**src/rtl/hs_npu_gatekeeper_ctrl_if.sv**
```systemverilog
// Handshake/status bundle between the job source and the gatekeeper sequencer.
interface hs_npu_gatekeeper_ctrl_if #(
   parameter int STAGES = 4,
   parameter int DEPTH  = 4,
   parameter int CNT_W  = 32,
   parameter int LVL_W  = $clog2(DEPTH + 1)
);
   logic              req_valid;
   logic              req_ready;
   logic [CNT_W-1:0]  req_cycles;
   logic              abort;
   logic [LVL_W-1:0]  in_fifo_level;
   logic [LVL_W-1:0]  out_fifo_space;
   logic              gk_start;
   logic [CNT_W-1:0]  gk_enable_cycles;
   logic [STAGES-1:0] stage_active;
   logic              fifo_flush;
   logic              busy;
   logic              done;
   logic              err;

   modport master (
      output req_valid, req_cycles, abort, in_fifo_level, out_fifo_space,
      input  req_ready, gk_start, gk_enable_cycles, stage_active,
             fifo_flush, busy, done, err
   );

   modport slave (
      input  req_valid, req_cycles, abort, in_fifo_level, out_fifo_space,
      output req_ready, gk_start, gk_enable_cycles, stage_active,
             fifo_flush, busy, done, err
   );
endinterface

```
**src/rtl/hs_npu_gatekeeper_ctrl.sv**
```systemverilog
// Job sequencer: waits for FIFO resources, fires the first gatekeeper and
// tracks the skewed activity wavefront through STAGES chained gatekeepers.
//
// state    | meaning
// IDLE     | ready for a job request
// WAIT_RES | job latched, waiting for input data and output space
// START    | gk_start pulse cycle
// RUN      | wavefront travelling through the gatekeeper chain
// DONE     | done pulse, back to IDLE next cycle
module hs_npu_gatekeeper_ctrl #(
   parameter int STAGES = 4,
   parameter int DEPTH  = 4,
   parameter int CNT_W  = 32,
   parameter int LVL_W  = $clog2(DEPTH + 1)
) (
   input logic                    clk,
   input logic                    rst_n,
   hs_npu_gatekeeper_ctrl_if.slave bus
);
   typedef enum logic [2:0] {IDLE, WAIT_RES, START, RUN, DONE} state_t;

   state_t            state, state_nxt;
   logic [CNT_W:0]    cnt, cnt_nxt;
   logic [CNT_W-1:0]  feed_left, feed_left_nxt;
   logic [CNT_W-1:0]  cycles_nxt;
   logic [STAGES-1:0] sa_nxt;
   logic              start_nxt, flush_nxt, done_nxt, err_nxt, busy_nxt;
   logic              accept, illegal, res_ok;
   logic [LVL_W-1:0]  lvl_in, spc_out;

   assign lvl_in        = bus.in_fifo_level;
   assign spc_out       = bus.out_fifo_space;
   assign bus.req_ready = rst_n && (state == IDLE) && !bus.abort;
   assign accept        = bus.req_valid && bus.req_ready;
   assign illegal       = bus.req_cycles > CNT_W'(DEPTH);
   assign res_ok        = (CNT_W'(lvl_in) >= bus.gk_enable_cycles) &&
                          (CNT_W'(spc_out) >= bus.gk_enable_cycles);

   always_ff @(posedge clk) begin
      if (!rst_n) begin
         state                <= IDLE;
         cnt                  <= '0;
         feed_left            <= '0;
         bus.gk_start         <= 1'b0;
         bus.gk_enable_cycles <= '0;
         bus.stage_active     <= '0;
         bus.fifo_flush       <= 1'b0;
         bus.done             <= 1'b0;
         bus.err              <= 1'b0;
         bus.busy             <= 1'b0;
      end else begin
         state                <= state_nxt;
         cnt                  <= cnt_nxt;
         feed_left            <= feed_left_nxt;
         bus.gk_start         <= start_nxt;
         bus.gk_enable_cycles <= cycles_nxt;
         bus.stage_active     <= sa_nxt;
         bus.fifo_flush       <= flush_nxt;
         bus.done             <= done_nxt;
         bus.err              <= err_nxt;
         bus.busy             <= busy_nxt;
      end
   end

   always_comb begin
      state_nxt = state;
      case (state)
         IDLE:     if (accept && !illegal)
                      state_nxt = (bus.req_cycles == '0) ? DONE : WAIT_RES;
         WAIT_RES: if (res_ok) state_nxt = START;
         START:    state_nxt = RUN;
         RUN:      if (cnt == (CNT_W+1)'(1)) state_nxt = DONE;
         DONE:     state_nxt = IDLE;
         default:  state_nxt = IDLE;
      endcase
      if (bus.abort && state != IDLE) state_nxt = IDLE;
   end

   // Outputs are registered, so they are computed from the upcoming state.
   always_comb begin
      start_nxt     = (state_nxt == START);
      done_nxt      = (state_nxt == DONE);
      busy_nxt      = (state_nxt != IDLE);
      flush_nxt     = bus.abort && (state != IDLE);
      err_nxt       = accept && illegal;
      cycles_nxt    = bus.gk_enable_cycles;
      cnt_nxt       = cnt;
      feed_left_nxt = feed_left;
      sa_nxt        = '0;
      if (accept && !illegal && bus.req_cycles != '0)
         cycles_nxt = bus.req_cycles;
      if (state_nxt == RUN) begin
         sa_nxt = bus.stage_active << 1;
         if (state == START) begin
            sa_nxt[0]     = 1'b1;
            feed_left_nxt = bus.gk_enable_cycles - CNT_W'(1);
            cnt_nxt       = {1'b0, bus.gk_enable_cycles} + (CNT_W+1)'(STAGES - 1);
         end else begin
            sa_nxt[0] = (feed_left != '0);
            if (feed_left != '0) feed_left_nxt = feed_left - CNT_W'(1);
            cnt_nxt = cnt - (CNT_W+1)'(1);
         end
      end
   end
endmodule

```
**src/flat_wrapper.sv**
```systemverilog
// flat-port wrapper written by rule: the top's interface ports become plain ports
module hs_npu_gatekeeper_ctrl_flat 
#(
   parameter int STAGES = 4,
   parameter int DEPTH  = 4,
   parameter int CNT_W  = 32,
   parameter int LVL_W  = $clog2(DEPTH + 1)
)
  (clk, rst_n, bus_req_valid, bus_req_cycles, bus_abort, bus_in_fifo_level, bus_out_fifo_space, bus_req_ready, bus_gk_start, bus_gk_enable_cycles, bus_stage_active, bus_fifo_flush, bus_busy, bus_done, bus_err);
  hs_npu_gatekeeper_ctrl_if #(.STAGES(STAGES), .DEPTH(DEPTH), .CNT_W(CNT_W), .LVL_W(LVL_W)) bus_i ();
  input logic clk;
  input logic rst_n;
  input wire logic [$bits(bus_i.req_valid)-1:0] bus_req_valid;
  input wire logic [$bits(bus_i.req_cycles)-1:0] bus_req_cycles;
  input wire logic [$bits(bus_i.abort)-1:0] bus_abort;
  input wire logic [$bits(bus_i.in_fifo_level)-1:0] bus_in_fifo_level;
  input wire logic [$bits(bus_i.out_fifo_space)-1:0] bus_out_fifo_space;
  output wire logic [$bits(bus_i.req_ready)-1:0] bus_req_ready;
  output wire logic [$bits(bus_i.gk_start)-1:0] bus_gk_start;
  output wire logic [$bits(bus_i.gk_enable_cycles)-1:0] bus_gk_enable_cycles;
  output wire logic [$bits(bus_i.stage_active)-1:0] bus_stage_active;
  output wire logic [$bits(bus_i.fifo_flush)-1:0] bus_fifo_flush;
  output wire logic [$bits(bus_i.busy)-1:0] bus_busy;
  output wire logic [$bits(bus_i.done)-1:0] bus_done;
  output wire logic [$bits(bus_i.err)-1:0] bus_err;
  assign bus_i.req_valid = bus_req_valid;
  assign bus_i.req_cycles = bus_req_cycles;
  assign bus_i.abort = bus_abort;
  assign bus_i.in_fifo_level = bus_in_fifo_level;
  assign bus_i.out_fifo_space = bus_out_fifo_space;
  assign bus_req_ready = bus_i.req_ready;
  assign bus_gk_start = bus_i.gk_start;
  assign bus_gk_enable_cycles = bus_i.gk_enable_cycles;
  assign bus_stage_active = bus_i.stage_active;
  assign bus_fifo_flush = bus_i.fifo_flush;
  assign bus_busy = bus_i.busy;
  assign bus_done = bus_i.done;
  assign bus_err = bus_i.err;
  hs_npu_gatekeeper_ctrl #(.STAGES(STAGES), .DEPTH(DEPTH), .CNT_W(CNT_W), .LVL_W(LVL_W)) u_core (.clk(clk), .rst_n(rst_n), .bus(bus_i));
endmodule
```
**config.mk**
```make
export PLATFORM = sky130hd
export DESIGN_NAME = hs_npu_gatekeeper_ctrl_flat
export DESIGN_NICKNAME = d
export VERILOG_FILES = /design/src/rtl/hs_npu_gatekeeper_ctrl_if.sv /design/src/rtl/hs_npu_gatekeeper_ctrl.sv /design/src/flat_wrapper.sv
export SDC_FILE = /design/constraint.sdc
export NUM_CORES = 1
export LEC_CHECK = 0
export CAP_MARGIN = 20
export CORE_MARGIN = 8
export CORE_UTILIZATION = 55
export CTS_CLUSTER_DIAMETER = 30
export DETAILED_ROUTE_END_ITERATION = 8
export HOLD_SLACK_MARGIN = 0.15
export PLACE_DENSITY_LB_ADDON = 0.1
export SLEW_MARGIN = 20
export SYNTH_ARGS = -nofsm -noshare
export SYNTH_HDL_FRONTEND = slang
export SYNTH_SLANG_ARGS = --single-unit
```
**constraint.sdc**
```tcl
create_clock -name clk -period 7.3 [get_ports clk]
set_input_delay 0.73 -clock clk [delete_from_list [all_inputs] [get_ports clk]]
set_output_delay 0.73 -clock clk [all_outputs]
set_load 0.02 [all_outputs]
```
==> metrics <==
status=finished clean; grt ovf=0; VDD IR max=174 uV; Switching Fraction=34.1%; largest family of logic cells by synthesized area=simple AND/OR/NAND/NOR gates; chip width=130 um; unrepaired setup endpoints after global routing=no; syn nets=1019; Netlist cell types=72; Synth Flop Type=dfxtp_1; Initial Util=56.3%; vias in the first global route=6867; row count=41; Yosys warning count=0; Worst slew margin=37.4%; Finished Cell Area=0.00819 mm^2; P_sw=565 uW; CTS Hold Bufs=0; hpwl dp=15.0 mm; Layout Utilization=64.9%; Worst Setup SP=u_core.state[1]$_SDFF_PN0_; initial antenna violation count=0; final setup fails=0; Pwr Density=202 mW/mm^2; kind of critical path=reg -> reg; Syn Inst Count=967; post-CTS sizing=0; Root Driver=clkbuf_16; sequential standard cell area=0.00218 mm^2; critical path arrival=3.83 ns; EDFF count, synth=0; Core Region=0.0126 mm^2; Seq cells post-synth=109; Pint=1090 uW; Tot Pwr=1660 uW; clk sinks=109; Clock Path Buffers=2; max cap viols=0; clock-pin slew on the worst setup and hold paths=0.07 ns; XOR/XNOR Fraction of Synth Area=4.19%; Worst Hold Launch=u_core.cnt[14]$_SDFFE_PN0N_; cell area after synthesis=0.00711 mm^2; mux share of post-synthesis cell area=1.30%; FF-to-FF Start=u_core.state[1]$_SDFF_PN0_; Top-Level Pins=84; Chip Height=130 um; vias per std cell=6.39; nets@finish=1045; global-route wire length before repair=34.8 mm; Period minus WS final=3.53 ns; P_leak=0.00287 uW; Synth Area in Compound Gates=24.0%; worst skew pair latency=0.36 ns; Worst EP required=7.59 ns; global-route usage over all layers=25.6%; Seq/Total Area, Yosys=30.7%; area grow syn2layout=15.3%; setup TNS=0 ns; Hold Crit Class=reg -> reg; achievable clock frequency=283 MHz; total placed instance area=0.00788 mm^2; Routability Congestion=0.927; Vias=7474; CTS tree=done; DRC=0; total CTS buffers=9; post-synthesis simple-gate area fraction=32.0%; n_diodes=0; Filler cells=1172; sequential share of power=38.9%; Slew Limit Fails=0; clock share of power=30.8%; Finished Layout Cells=1170; H-tree depth=3; Post-Route WL=21.7 mm; adder-cell share of the synthesized area=1.76%; Multi-input gate area=0.00451 mm^2; Startpoint Class=flop; Async S/R FF share, synth=0%; postcts setup bufs=0; final hold violations=0; layout cells sized above 1=5.21%; largest net degree at the start of global routing=76; die area=0.0168 mm^2; CP endpoint kind=flop; Cell Count Post-Placement=1153; First DRT Iteration DRCs=835; DRT Pass-1 Iters=5; Max Clock Skew=0.00833 ns; part of the cycle the worst path needs=48.4%; Mapped Avg Cell Area=7.35 um^2; peak fanout along the critical path=54; # port buffers=83; ANT nets after route=0; combinational power share=30.3%; wire per inst=18.5 um; Worst-Margin Slew=0.935 ns
==> logic make-up after synthesis <==
family,count (synthesis)
fa+ha+maj,10
buf+inv,98
xor+xnor,34
compound gates,271
flops,109
simple gates,436
mux,9
==> final cells by class <==
class,count,area share (%)
well taps,172,2.63
repair buffers,93,11.1
inverters,20,0.916
flip-flops and latches,109,26.6
clock buffers,9,2.75
clock inverters,7,0.901
multi-input cells,760,55.0
==> worst paths after layout <==
path / to / depth (start not counted) / slack, ns
setup reg to reg: u_core.feed_left[12]$_SDFFE_PN0P_ / 9 / 3.77
setup / recovery: u_core.feed_left[12]$_SDFFE_PN0P_ / 9 / 3.77
hold / removal: u_core.cnt[14]$_SDFFE_PN0N_ / 2 / 0.48
hold reg to reg: u_core.cnt[14]$_SDFFE_PN0N_ / 2 / 0.48
==> registers in the layout, indices dropped and copies added, names as in the netlist <==
signal	count
u_core.cnt	33
u_core.bus.gk_enable_cycles	32
u_core.feed_left	32
u_core.bus.stage_active	4
u_core.state	3
u_core.bus.busy	1
u_core.bus.done	1
u_core.bus.err	1
u_core.bus.fifo_flush	1
u_core.bus.gk_start	1
==> layout by cell type, fill, tap and decap left out, types with 19 or more instances in the layout <==
master / netlist / layout
nor2_1: 78 / 78
nand2_1: 113 / 113
nand3_1: 39 / 39
a21oi_1: 94 / 94
nand4_1: 26 / 26
nor3_1: 49 / 49
nor4_1: 33 / 33
xnor2_1: 27 / 27
clkdlybuf4s50_1: 0 / 83
and2_1: 27 / 27
o21ai_0: 59 / 59
dfxtp_1: 109 / 109
inv_1: 20 / 19
==> power by group through the flow <==
stage | combinational (uW) | sequential (uW) | clock (uW)
final | 502 | 644 | 509
after global routing | 547 | 646 | 541
after CTS | 492 | 642 | 516
after detailed placement | 490 | 656 | 0
after global placement | 484 | 656 | 0
after floorplan | 369 | 648 | 0
==> layer usage <==
metal	routed length [um]	track usage [%]	vias up
li1	-	-	3611
met2	10100	41.6	312
met5	0	0	-
met4	444	8.33	0
met3	1520	5.75	37
met1	9590	33.0	3514
==> synth_stat cells (4+ instances only) <==
cell,n,area (um^2)
nand2_1,113,424
dfxtp_1,109,2180
a21oi_1,94,470
nor2_1,78,293
o21ai_0,59,295
nor3_1,49,245
clkbuf_1,43,161
nand3_1,39,195
nor4_1,33,206
and2_1,27,169
xnor2_1,27,236
nand4_1,26,163
buf_2,23,115
inv_1,20,75.1
or3_1,17,106
a31oi_1,13,81.3
o22ai_1,12,75.1
ha_1,10,125
o211ai_1,10,75.1
a21o_1,9,67.6
o2111ai_1,9,78.8
a22oi_1,8,60.1
buf_1,7,26.3
mux2i_1,7,70.1
nand2b_1,7,43.8
xor2_1,7,61.3
a211oi_1,6,45.0
and3_1,6,37.5
nand3b_1,6,45.0
or4_1,6,45.0
a32oi_1,5,43.8
o21a_1,5,37.5
buf_6,4,45.0
nor4_2,4,50.1
==> per-stage QoR <==
step	setup slack, ns	hold WS [ns]
detailed placement	3.85	0.472
global route	3.48	0.513
finish	3.77	0.481
floorplan	3.67	0.445
global placement	3.89	0.465
CTS	3.83	0.489
==> worst max-delay path: stages, from the launching register on <==
cell	delay, ns
dfxtp_1	0.43
or3b_4	0.65
a21oi_1	0.28
ha_1	0.31
nand4_1	0.15
o31ai_1	0.71
o21ai_0	0.28
a2111oi_0	0.42
a21oi_1	0.07
a21oi_1	0.15
Power figures use the tool's default switching activity.
